File: src/rtl/ov7670_capture_pkg.sv
// rtl/ov7670_capture_pkg.sv - shared types and constants for the OV7670 capture front-end
//
// Contents:
//   cap_state_t  capture FSM state (S_IDLE, S_ARMED, S_ACTIVE)
//   VGA_*/QVGA_* default active-window sizes
//   phase_width  bit width needed for the byte-phase counter
package ov7670_capture_pkg;

    typedef enum logic [1:0] {
        S_IDLE   = 2'd0,
        S_ARMED  = 2'd1,
        S_ACTIVE = 2'd2
    } cap_state_t;

    localparam int VGA_H_ACTIVE  = 640;
    localparam int VGA_V_ACTIVE  = 480;
    localparam int QVGA_H_ACTIVE = 320;
    localparam int QVGA_V_ACTIVE = 240;

    // A single-byte pixel still needs a 1-bit phase register so the
    // counter logic stays uniform across BYTES_PER_PIX values.
    function automatic int phase_width(input int bytes_per_pix);
        return (bytes_per_pix > 1) ? $clog2(bytes_per_pix) : 1;
    endfunction

endpackage

File: src/rtl/sync_edge_det.sv
// rtl/sync_edge_det.sv - registered level with rise/fall pulses
//
// Ports:
//   clk   in   sampling clock
//   rst   in   synchronous active-high reset; register loads RESET_VAL
//   din   in   level to watch
//   rise  out  din = 1 while the register holds 0
//   fall  out  din = 0 while the register holds 1
module sync_edge_det #(
    parameter logic RESET_VAL = 1'b0
) (
    input  logic clk,
    input  logic rst,
    input  logic din,
    output logic rise,
    output logic fall
);

    logic level;

    always_ff @(posedge clk) begin
        if (rst) begin
            level <= RESET_VAL;
        end else begin
            level <= din;
        end
    end

    assign rise = din & ~level;
    assign fall = ~din & level;

endmodule

File: src/rtl/ov7670_pixel_capture.sv
// rtl/ov7670_pixel_capture.sv - OV7670 DVP pixel capture with frame/line tracking and 2:1 decimation
//
// Optional feature macro: CAPTURE_LINE_CHECK_EN (builds the sticky line-error checker).
//
// Ports:
//   PCLK           in   camera pixel clock (single clock)
//   RST            in   synchronous active-high reset
//   D              in   camera data byte
//   HREF           in   line-active qualifier
//   VSYNC          in   frame sync, high during vertical blanking
//   i_enable       in   arm capture
//   i_decimate     in   keep every 2nd pixel of every 2nd line (latched at frame start)
//   o_pixel        out  assembled pixel, first byte in the MSBs
//   o_valid        out  one-cycle write strobe for o_pixel/o_addr/o_col/o_row
//   o_addr         out  linear frame-buffer write address
//   o_col          out  column of the written pixel
//   o_row          out  row of the written pixel
//   o_frame_start  out  one-cycle pulse when a frame is entered
//   o_frame_done   out  one-cycle pulse when a frame ends on VSYNC rise
//   o_line_err     out  sticky line error (0 when the checker is not built)
module ov7670_pixel_capture
    import ov7670_capture_pkg::*;
#(
    parameter int DATA_W        = 8,
    parameter int BYTES_PER_PIX = 2,
    parameter int H_ACTIVE      = VGA_H_ACTIVE,
    parameter int V_ACTIVE      = VGA_V_ACTIVE,
    localparam int PIX_W        = DATA_W * BYTES_PER_PIX,
    localparam int ADDR_W       = $clog2(H_ACTIVE * V_ACTIVE),
    localparam int COL_OW       = $clog2(H_ACTIVE),
    localparam int ROW_OW       = $clog2(V_ACTIVE)
) (
    input  logic              PCLK,
    input  logic              RST,
    input  logic [DATA_W-1:0] D,
    input  logic              HREF,
    input  logic              VSYNC,
    input  logic              i_enable,
    input  logic              i_decimate,
    output logic [PIX_W-1:0]  o_pixel,
    output logic              o_valid,
    output logic [ADDR_W-1:0] o_addr,
    output logic [COL_OW-1:0] o_col,
    output logic [ROW_OW-1:0] o_row,
    output logic              o_frame_start,
    output logic              o_frame_done,
    output logic              o_line_err
);

    // Internal counters are one step wider than the output fields so they
    // can sit at the limit (and the checker can count one past it).
    localparam int COL_CW = $clog2(H_ACTIVE + 2);
    localparam int ROW_CW = $clog2(V_ACTIVE + 1);
    localparam int PH_W   = phase_width(BYTES_PER_PIX);

    localparam logic [PH_W-1:0]   LAST_PH   = PH_W'(BYTES_PER_PIX - 1);
    localparam logic [COL_CW-1:0] H_FULL    = COL_CW'(H_ACTIVE);
    localparam logic [COL_CW-1:0] H_HALF    = COL_CW'(H_ACTIVE / 2);
    localparam logic [ROW_CW-1:0] V_FULL    = ROW_CW'(V_ACTIVE);
    localparam logic [ROW_CW-1:0] V_HALF    = ROW_CW'(V_ACTIVE / 2);
    localparam logic [ADDR_W-1:0] STEP_FULL = ADDR_W'(H_ACTIVE);
    localparam logic [ADDR_W-1:0] STEP_HALF = ADDR_W'(H_ACTIVE / 2);

    cap_state_t        state;
    logic [PH_W-1:0]   phase;
    logic [PIX_W-1:0]  pix_sr;
    logic [COL_CW-1:0] col;
    logic [ROW_CW-1:0] row;
    logic [ADDR_W-1:0] addr;
    logic [ADDR_W-1:0] row_base;
    logic              frame_dec;
    logic              raw_pix_odd;
    logic              raw_line_odd;
    logic              line_has_pix;

    logic href_rise, href_fall, vsync_rise, vsync_fall;

    sync_edge_det #(.RESET_VAL(1'b0)) u_href_edge (
        .clk  (PCLK),
        .rst  (RST),
        .din  (HREF),
        .rise (href_rise),
        .fall (href_fall)
    );

    sync_edge_det #(.RESET_VAL(1'b0)) u_vsync_edge (
        .clk  (PCLK),
        .rst  (RST),
        .din  (VSYNC),
        .rise (vsync_rise),
        .fall (vsync_fall)
    );

    // Line starts are implied by the cleared line state, so HREF rise is not needed.
    logic unused_href_rise;
    assign unused_href_rise = href_rise;

    logic [PIX_W-1:0]  pix_next;
    logic [COL_CW-1:0] h_limit;
    logic [ROW_CW-1:0] v_limit;
    logic [ADDR_W-1:0] h_step;
    logic              frame_go;
    logic              pix_done;
    logic              keep_pix;
    logic              line_kept;
    logic              line_end;
    logic              wr_en;

    always_comb begin
        pix_next  = (pix_sr << DATA_W) | PIX_W'(D);
        h_limit   = frame_dec ? H_HALF : H_FULL;
        v_limit   = frame_dec ? V_HALF : V_FULL;
        h_step    = frame_dec ? STEP_HALF : STEP_FULL;
        frame_go  = (state == S_ARMED) && i_enable && vsync_fall;
        // A VSYNC rise ends the frame in the same cycle, so any pixel or line
        // completing on that edge is discarded.
        pix_done  = (state == S_ACTIVE) && HREF && (phase == LAST_PH) && !vsync_rise;
        line_end  = (state == S_ACTIVE) && href_fall && !vsync_rise;
        keep_pix  = !frame_dec || (!raw_pix_odd && !raw_line_odd);
        line_kept = !frame_dec || !raw_line_odd;
        wr_en     = pix_done && (col < h_limit) && (row < v_limit) && keep_pix;
    end

    always_ff @(posedge PCLK) begin
        if (RST) begin
            state         <= S_IDLE;
            phase         <= '0;
            pix_sr        <= '0;
            col           <= '0;
            row           <= '0;
            addr          <= '0;
            row_base      <= '0;
            frame_dec     <= 1'b0;
            raw_pix_odd   <= 1'b0;
            raw_line_odd  <= 1'b0;
            line_has_pix  <= 1'b0;
            o_pixel       <= '0;
            o_valid       <= 1'b0;
            o_addr        <= '0;
            o_col         <= '0;
            o_row         <= '0;
            o_frame_start <= 1'b0;
            o_frame_done  <= 1'b0;
        end else begin
            o_valid       <= 1'b0;
            o_frame_start <= 1'b0;
            o_frame_done  <= 1'b0;

            case (state)
                S_IDLE: begin
                    if (i_enable) begin
                        state <= S_ARMED;
                    end
                end

                S_ARMED: begin
                    if (!i_enable) begin
                        state <= S_IDLE;
                    end else if (frame_go) begin
                        state         <= S_ACTIVE;
                        o_frame_start <= 1'b1;
                        frame_dec     <= i_decimate;
                        col           <= '0;
                        row           <= '0;
                        addr          <= '0;
                        row_base      <= '0;
                        raw_pix_odd   <= 1'b0;
                        raw_line_odd  <= 1'b0;
                        line_has_pix  <= 1'b0;
                        phase         <= '0;
                    end
                end

                S_ACTIVE: begin
                    // i_enable is only consulted here, so dropping it mid-frame
                    // lets the frame run to its VSYNC rise.
                    if (vsync_rise) begin
                        state        <= i_enable ? S_ARMED : S_IDLE;
                        o_frame_done <= 1'b1;
                        phase        <= '0;
                    end else if (HREF) begin
                        pix_sr <= pix_next;
                        if (phase == LAST_PH) begin
                            phase        <= '0;
                            line_has_pix <= 1'b1;
                            raw_pix_odd  <= ~raw_pix_odd;
                            if (wr_en) begin
                                o_valid <= 1'b1;
                                o_pixel <= pix_next;
                                o_addr  <= addr;
                                o_col   <= COL_OW'(col);
                                o_row   <= ROW_OW'(row);
                                col     <= col + 1'b1;
                                addr    <= addr + 1'b1;
                            end
                        end else begin
                            phase <= phase + 1'b1;
                        end
                    end else begin
                        // Any half-assembled pixel is abandoned here.
                        phase <= '0;
                        if (line_end) begin
                            col          <= '0;
                            raw_pix_odd  <= 1'b0;
                            line_has_pix <= 1'b0;
                            if (line_has_pix) begin
                                raw_line_odd <= ~raw_line_odd;
                                // Rows advance by a running base so a short line
                                // still leaves the next row at row*limit.
                                if (line_kept && (row < v_limit)) begin
                                    row      <= row + 1'b1;
                                    row_base <= row_base + h_step;
                                    addr     <= row_base + h_step;
                                end
                            end
                        end
                    end
                end

                default: state <= S_IDLE;
            endcase
        end
    end

`ifdef CAPTURE_LINE_CHECK_EN
    localparam logic [COL_CW-1:0] ELIG_MAX = COL_CW'(H_ACTIVE + 1);

    // Counts pixels at kept horizontal positions, ignoring the line limit,
    // so a too-long line is visible; saturates one past the full width.
    logic [COL_CW-1:0] elig_cnt;
    logic              line_err;
    logic              keep_pos;

    assign keep_pos = !frame_dec || !raw_pix_odd;

    always_ff @(posedge PCLK) begin
        if (RST) begin
            elig_cnt <= '0;
            line_err <= 1'b0;
        end else if (frame_go) begin
            elig_cnt <= '0;
            line_err <= 1'b0;
        end else begin
            if (pix_done && keep_pos && (elig_cnt != ELIG_MAX)) begin
                elig_cnt <= elig_cnt + 1'b1;
            end
            if (line_end) begin
                elig_cnt <= '0;
                if (phase != '0) begin
                    line_err <= 1'b1;
                end
                if (line_has_pix && ((elig_cnt != h_limit) || (line_kept && (row >= v_limit)))) begin
                    line_err <= 1'b1;
                end
            end
        end
    end

    assign o_line_err = line_err;
`else
    assign o_line_err = 1'b0;
`endif

endmodule

File: config.mk
export PLATFORM = sky130hd
export DESIGN_NAME = ov7670_pixel_capture
export DESIGN_NICKNAME = d
export VERILOG_FILES = /design/src/rtl/ov7670_capture_pkg.sv /design/src/rtl/sync_edge_det.sv /design/src/rtl/ov7670_pixel_capture.sv
export SDC_FILE = /design/constraint.sdc
export NUM_CORES = 1
export LEC_CHECK = 0
export CELL_PAD_IN_SITES_DETAIL_PLACEMENT = 2
export CELL_PAD_IN_SITES_GLOBAL_PLACEMENT = 2
export CORE_MARGIN = 2
export CORE_UTILIZATION = 36
export CTS_BUF_LIST = sky130_fd_sc_hd__clkbuf_4
export CTS_CLUSTER_SIZE = 24
export DETAILED_ROUTE_END_ITERATION = 10
export GPL_TIMING_DRIVEN = 0
export PLACE_DENSITY_LB_ADDON = 0.1
export REMOVE_ABC_BUFFERS = 1
export SETUP_SLACK_MARGIN = 0.5
export SKIP_CTS_REPAIR_TIMING = 1
export SYNTH_ARGS = -nofsm -noshare
export SYNTH_HDL_FRONTEND = slang
export SYNTH_SLANG_ARGS = --single-unit
File: constraint.sdc
create_clock -name PCLK -period 4.4 [get_ports PCLK]
set_input_delay 0.88 -clock PCLK [delete_from_list [all_inputs] [get_ports PCLK]]
set_output_delay 0.88 -clock PCLK [all_outputs]
set_load 0.05 [all_outputs]
==> impl_metrics.env, run 1 <==
export IMPL_synth_edff_count=0
export IMPL_postRouteAntennaNets=0
export IMPL_globalRoute_busiestLayer="met2"
export IMPL_gpl_final_weighted_congestion=0.8022
export IMPL_core_region_area_um2=15770
export IMPL_netSwitchingPower_uw=624.7
export IMPL_netlist_instances=727
export IMPL_final_slew_viol_count=0
export IMPL_ys_types=63
export IMPL_die_outline_area_um2=17090
export IMPL_dp_final_hpwl_um=13010
export IMPL_mostFrequentLayoutCell="sky130_fd_sc_hd__nand2_1"
export IMPL_grtUsageMet3_pct=4.927
export IMPL_mostFrequentLayoutCells="sky130_fd_sc_hd__nand2_1 (173), sky130_fd_sc_hd__dfxtp_1 (125), sky130_fd_sc_hd__a21oi_1 (104)"
export IMPL_dr_pass1_iters=4
export IMPL_ir_worst_vdd_mv=0.1596
export IMPL_route_detailed_vias_per_inst=5.413
export IMPL_slew_headroom_pct=13.91
export IMPL_cp_num_buf_inv=1
export IMPL_via_count=5467
export IMPL_share_of_final_layout_standard_cells_stronger_than_drive_strength_1_pct=6.431
export IMPL_synth_seq_cells=125
export IMPL_port_buffers=70
export IMPL_cpMaxStageDelayCell="sky130_fd_sc_hd__ha_2"
export IMPL_postSynth_asyncResetShare_pct=0
export IMPL_path_type_of_the_worst_setup_path="flop to flop"
export IMPL_clockBufferDepth=2
export IMPL_status="finished clean"
export IMPL_area_delta_synth_final_pct=20.90
export IMPL_initial_utilization_pct=36.66
export IMPL_drt_first_iter_violations=236
export IMPL_path_cells="inv_1, ha_2, and2_2, nand4_1, o21ai_4, nand3_2, or4_1, a31oi_1"
export IMPL_r2r_start="state[0]"
export IMPL_p_leak_nw=2.306
export IMPL_worst_setup_hold_path_clk_slew_ns=0.11
export IMPL_finalCoreUtilization_pct=44.33
export IMPL_numClockSinks=125
export IMPL_grt_setup_unrepaired="false"
export IMPL_grt_max_degree=77
export IMPL_start_kind="flop"
export IMPL_post_route_period_util_pct=80.38
export IMPL_combinationalPowerShare_pct=9.9
export IMPL_yosysWarnings=0
export IMPL_report_final_hold_viol_count=0
export IMPL_timing_clock_skew_ns=0.01475
export IMPL_antenna_violations_before_repair=1
export IMPL_nets=811
export IMPL_post_route_drc_violation_count=0
export IMPL_worstHoldPathType="flop to flop"
export IMPL_rows=46
export IMPL_worstHoldStart="o_pixel[6]"
export IMPL_worst_path_largest_cell_delay_ns=0.61
export IMPL_met1_usage_pct=26.84
export IMPL_p_int_mw=1.647
export IMPL_chipHeight_um=130.7
export IMPL_final_period_minus_worst_setup_slack_ns=3.537
export IMPL_cts_htree_levels=4
export IMPL_grt_overflow=0
export IMPL_cellPowerDensity_nw_per_um2=325.0
export IMPL_grtUsageTotal_pct=22.66
export IMPL_share_clk_of_total_power_pct=39.4
export IMPL_fmax_mhz=282.7
export IMPL_critPathLaunch="state[0]"
export IMPL_grt_met2_usage_pct=41.36
export IMPL_placement_cell_area_um2=6670
export IMPL_layout_cell_area_non_filler_um2=6990
export IMPL_swShare_pct=27.50
export IMPL_critical_path_max_fanout=25
export IMPL_cp_data_required_time_ns=4.89
export IMPL_worst_path_dominant_cell_family="simple AND/OR/NAND/NOR gates"
export IMPL_numCtsBuffers=17
export IMPL_io_pins=72
export IMPL_worstMarginPinSlew_ns=1.280
export IMPL_drt_wirelength_per_cell_um=18.48
export IMPL_average_footprint_of_a_synthesized_cell_um2=7.953
export IMPL_synth_main_ff_cell="sky130_fd_sc_hd__dfxtp_1"
export IMPL_post_synth_instance_area_um2=5782
export IMPL_die_width_um=130.7
export IMPL_grt_pass1_vias=5834
export IMPL_cap_violations=0
export IMPL_cts_tree="done"
export IMPL_critical_path_endpoint_type="flop"
export IMPL_worstSkewPairLatency_ns=0.55
export IMPL_clock_root_buffer="sky130_fd_sc_hd__clkbuf_4"
export IMPL_wirelength_um=18670
export IMPL_data_arrival_time_of_the_critical_path_ns=4.02
export IMPL_yosysSeqAreaShare_pct=43.28
export IMPL_power_frac_seq_pct=50.7
export IMPL_setup_viol_count_final=0
export IMPL_grt_first_pass_wirelength_um=30130
-- power by group through the flow --
stage	Combinational, mW	Sequential (mW)	Clock [mW]
floorplan	0.130	1.18	0
global placement	0.210	1.18	0
detailed placement	0.223	1.18	0
CTS	0.226	1.15	0.920
global route	0.246	1.15	0.967
finish	0.225	1.15	0.894
-- worst register-to-register path, cell delays in order, from the launching register on --
cell,delay [ns]
sky130_fd_sc_hd__dfxtp_1,0.36
sky130_fd_sc_hd__inv_1,0.12
sky130_fd_sc_hd__ha_2,0.61
sky130_fd_sc_hd__and2_2,0.48
sky130_fd_sc_hd__nand4_1,0.33
sky130_fd_sc_hd__o21ai_4,0.47
sky130_fd_sc_hd__nand3_2,0.34
sky130_fd_sc_hd__or4_1,0.60
sky130_fd_sc_hd__a31oi_1,0.17
-- area by class of cell --
class                      instances  area, um^2
antenna                            1       2.502
multi-input combinational        548        3065
clock buffer                      17       127.6
fill                            1809        8780
timing repair buffer              75       793.3
inverter                          14       52.55
sequential                       125        2502
clock inverter                    14       176.4
tap                              216       270.3
-- path summary, 6_finish.rpt --
check / to / slack (ns) / cells past startpoint
worst min register to register: o_pixel[6] / 0.46 / 2
worst max register to register: addr[11] / 0.86 / 8
worst max-delay path: addr[11] / 0.86 / 8
worst min-delay path: o_pixel[6] / 0.46 / 2
-- kinds of logic (layout without fill, tap and decap cells) --
kind of cell / after synthesis / after routing / synth area share, %
AND/OR/NAND/NOR: 320 / 320 / 24.93
AO/OA/AOI/OAI: 173 / 173 / 18.11
flip-flops: 125 / 125 / 43.28
buffers and inverters: 54 / 120 / 4.133
XOR/XNOR: 32 / 32 / 4.847
adder cells (fa/ha/maj): 16 / 16 / 3.592
multiplexers: 6 / 6 / 1.039
other: 1 / 2 / 0.06486
-- cells in the mapped netlist (2+ instances only) --
cell type                   instances  area (um^2)
sky130_fd_sc_hd__nand4_1           16        100.1
sky130_fd_sc_hd__o21a_1             2        15.01
sky130_fd_sc_hd__buf_6              2        22.52
sky130_fd_sc_hd__nor3_1            10        50.05
sky130_fd_sc_hd__a211o_1            2        17.52
sky130_fd_sc_hd__nor2b_1            5        31.28
sky130_fd_sc_hd__a211oi_4           2        40.04
sky130_fd_sc_hd__and3_1             7        43.79
sky130_fd_sc_hd__o32ai_1            2        17.52
sky130_fd_sc_hd__inv_1             14        52.55
sky130_fd_sc_hd__a41oi_1            3        26.28
sky130_fd_sc_hd__a22oi_1            2        15.01
sky130_fd_sc_hd__o31ai_1            2        15.01
sky130_fd_sc_hd__ha_1              15        187.7
sky130_fd_sc_hd__a21oi_1          104        520.5
sky130_fd_sc_hd__a21o_1             5        37.54
sky130_fd_sc_hd__or4_1              6        45.04
sky130_fd_sc_hd__a2111oi_0          3        26.28
sky130_fd_sc_hd__buf_2             14        70.07
sky130_fd_sc_hd__a31oi_1            6        37.54
sky130_fd_sc_hd__nand2b_1           2        12.51
sky130_fd_sc_hd__nand3_1           26        130.1
sky130_fd_sc_hd__nor4bb_1           3        30.03
sky130_fd_sc_hd__nor2_1            50        187.7
sky130_fd_sc_hd__buf_1              3        11.26
sky130_fd_sc_hd__clkbuf_1          20        75.07
sky130_fd_sc_hd__o21ai_1            2        10.01
sky130_fd_sc_hd__xor2_1            16        140.1
sky130_fd_sc_hd__a211oi_1           5        37.54
sky130_fd_sc_hd__or3_1              9        56.30
sky130_fd_sc_hd__mux2i_1            6        60.06
sky130_fd_sc_hd__and4_1             2        17.52
sky130_fd_sc_hd__nand2_1          173        649.4
sky130_fd_sc_hd__o21ai_0           20        100.1
sky130_fd_sc_hd__xnor2_1           16        140.1
sky130_fd_sc_hd__dfxtp_1          125         2502
-- metrics by stage --
| stage | instances | power, mW | setup TNS (ns) | hold WS, ns | worst slack [ns] |
|---|---|---|---|---|---|
| after floorplan | 687 | 1.306 | -37.22 | 0.4260 | -1.002 |
| after global placement | 973 | 1.387 | -269.93 | 0.4375 | -4.577 |
| after detailed placement | 978 | 1.402 | -0.1075 | 0.4495 | -0.05430 |
| after CTS | 1009 | 2.298 | 0 | 0.4651 | 0.1792 |
| after global routing | 1010 | 2.368 | 0 | 0.4909 | 0.6902 |
| final | 1010 | 2.272 | 0 | 0.4609 | 0.8633 |
-- state kept, by name (all words and copies together), names as in the netlist, 9 cells and up --
register / count
col: 10
row_base: 13
row: 9
o_col: 10
o_row: 9
addr: 19
o_pixel: 16
o_addr: 19
-- metal layers --
layer / up-vias / share of wire [%]
met1: 2739 / 43
li1: 2613 / -
met3: 25 / 3.8
met4: 0 / 1.4
met5: - / 0
met2: 90 / 52
(Power assumes the default switching activity.)
==> inputs of run 2 (changes only) <==
CORE_UTILIZATION = 31   (was 36)
clock period = 3.15 ns   (was 4.4 ns; I/O delays follow)
==> run 2 against run 1 <==
Effect of this change: clock skew increased by 0.0062 ns; critical path type unchanged; maximum frequency increased by 39%; critical path depth increased by 1; final cell count increased by 3.4%; clock power increased by 29%; sequential power increased by 40%; combinational power increased by 58%; critical endpoint is now addr[18]; sequential share of layout area decreased by 1.3 points; highest routed layer unchanged; sequential cell count unchanged; hold slack improved by 0.0018 ns.
==> impl_metrics.env, run 2 (synthesis results as in run 1) <==
export IMPL_status="finished clean"
export IMPL_grt_met2_usage_pct=33.00
export IMPL_crit_path_end="addr[18]"
export IMPL_fin_ws_ns=0.6126
export IMPL_port_buffers=70
export IMPL_grtUsageTotal_pct=19.25
export IMPL_grt_pass1_vias=5780
export IMPL_cellPowerDensity_nw_per_um2=429.4
export IMPL_nets=831
export IMPL_cts_htree_levels=4
export IMPL_grt_first_pass_wirelength_um=30380
export IMPL_worstSkewPairLatency_ns=0.57
export IMPL_met1_usage_pct=24.35
export IMPL_die_width_um=140.6
export IMPL_ir_worst_vdd_mv=0.2117
export IMPL_instances_no_fill=1044
export IMPL_setup_viol_count_final=0
export IMPL_critical_path_endpoint_type="flop"
export IMPL_fmax_mhz=394.1
export IMPL_clockBufferDepth=2
export IMPL_route_detailed_vias_per_inst=5.253
export IMPL_timing_clock_skew_ns=0.02091
export IMPL_totalNegativeSetupSlack_ns=0
export IMPL_initial_utilization_pct=31.86
export IMPL_cts_tree="done"
export IMPL_post_route_period_util_pct=80.55
export IMPL_critical_path_max_fanout=9
export IMPL_fill_cell_total_of_the_finished_layout=2084
export IMPL_r2r_start="frame_dec"
export IMPL_path_cells="buf_2, buf_4, fa_2, nand2b_4, o2bb2ai_4, or4_4, xnor2_2, o21ai_0, a211oi_1"
export IMPL_grt_max_degree=58
export IMPL_mostFrequentLayoutCell="sky130_fd_sc_hd__nand2_1"
export IMPL_data_arrival_time_of_the_critical_path_ns=3.02
export IMPL_largestRegisters="addr: 19 flops, o_addr: 19 flops, o_pixel: 16 flops"
export IMPL_dr_pass1_iters=4
export IMPL_clock_root_buffer="sky130_fd_sc_hd__clkbuf_4"
export IMPL_via_count=5484
export IMPL_share_of_final_layout_standard_cells_stronger_than_drive_strength_1_pct=11.06
export IMPL_cp_data_required_time_ns=3.64
export IMPL_final_period_minus_worst_setup_slack_ns=2.537
export IMPL_dp_final_hpwl_um=13060
export IMPL_worstHoldPathType="flop to flop"
export IMPL_setup_reg_to_reg_worst_slack_ns=0.61
export IMPL_worst_setup_hold_path_clk_slew_ns=0.12
export IMPL_overall_power_mw=3.118
export IMPL_antenna_violations_before_repair=1
export IMPL_worstMarginPinSlew_ns=0.7988
export IMPL_start_kind="flop"
export IMPL_post_route_drc_violation_count=0
export IMPL_numClockSinks=125
export IMPL_core_region_area_um2=18150
export IMPL_numCtsBuffers=17
export IMPL_grt_setup_unrepaired="true"
export IMPL_reg2regPathDepth=9
export IMPL_gpl_final_weighted_congestion=0.8129
export IMPL_numPlacedInstances=990
export IMPL_critPathLaunch="frame_dec"
export IMPL_p_leak_nw=2.440
export IMPL_grtUsageMet3_pct=4.076
export IMPL_io_pins=72
export IMPL_final_slew_viol_count=0
export IMPL_dp_slack_ns=-1.188
export IMPL_drt_wirelength_per_cell_um=18.14
export IMPL_slew_headroom_pct=46.33
export IMPL_r2r_end="addr[18]"
export IMPL_postRouteAntennaNets=0
export IMPL_grt_overflow=0
export IMPL_die_outline_area_um2=19760
export IMPL_path_type_of_the_worst_setup_path="flop to flop"
export IMPL_worst_path_largest_cell_delay_ns=0.54
export IMPL_drt_first_iter_violations=259
export IMPL_cpMaxStageDelayCell="sky130_fd_sc_hd__or4_4"
export IMPL_cap_violations=0
export IMPL_report_final_hold_viol_count=0
export IMPL_rows=49
export IMPL_mostFrequentLayoutCells="sky130_fd_sc_hd__nand2_1 (173), sky130_fd_sc_hd__dfxtp_1 (124), sky130_fd_sc_hd__a21oi_1 (104)"
export IMPL_wirelength_um=18940
export IMPL_area_delta_synth_final_pct=25.60
export IMPL_chipHeight_um=140.6
export IMPL_globalRoute_busiestLayer="met2"
[run 2: layout make-up]
cell class / count / area (um^2) / area share, %
diodes: 1 / 2.502 / 0.03446
clock buffers: 17 / 127.6 / 1.757
clock inverters: 15 / 146.4 / 2.016
inverters: 14 / 56.30 / 0.7753
multi-input cells: 548 / 3197 / 44.02
flip-flops and latches: 125 / 2506 / 34.51
well taps: 229 / 286.5 / 3.946
repair buffers: 95 / 939.7 / 12.94
[run 2: critical path: cells and delay by family, from the launching register on]
family,cells,cell delay (ns)
AO/OA/AOI/OAI,3,0.49
XOR/XNOR,1,0.16
adder cells (fa/ha/maj),1,0.37
buffers and inverters,2,0.33
flip-flops,1,0.40
AND/OR/NAND/NOR,2,0.71
[run 2: per-layer routing]
layer	part of all wire [%]	wire (um)
met1	46	8769
met2	50	9379
met3	3.0	563
met4	1.2	224
met5	0	0
[run 2: power breakdown]
part	internal [mW]	switching [mW]	total, mW
Combinational	0.121	0.234	0.355
Sequential	1.59	0.0167	1.61
Clock	0.468	0.686	1.15
[run 2: worst min-delay path by stage]
stage,from,end,slack (ns),depth (start not counted)
6_report,o_pixel[14],o_pixel[14],0.46,2
5_1_grt,o_pixel[10],o_pixel[10],0.49,2
4_1_cts,o_pixel[14],o_pixel[14],0.47,2
3_5_place_dp,o_pixel[14],o_pixel[14],0.45,2
3_3_place_gp,pix_sr[6],o_pixel[14],0.44,2
2_1_floorplan,pix_sr[2],o_pixel[10],0.43,2
[run 2: per-stage QoR]
| step | instance area [um^2] | util (%) | hold slack [ns] |
|---|---|---|---|
| global placement | 6583 | 36.27 | 0.4378 |
| global route | 7262 | 40.02 | 0.4900 |
| floorplan | 5595 | - | 0.4260 |
| CTS | 6945 | 38.27 | 0.4676 |
| detailed placement | 6671 | 36.76 | 0.4507 |
| finish | 7262 | 40.02 | 0.4627 |
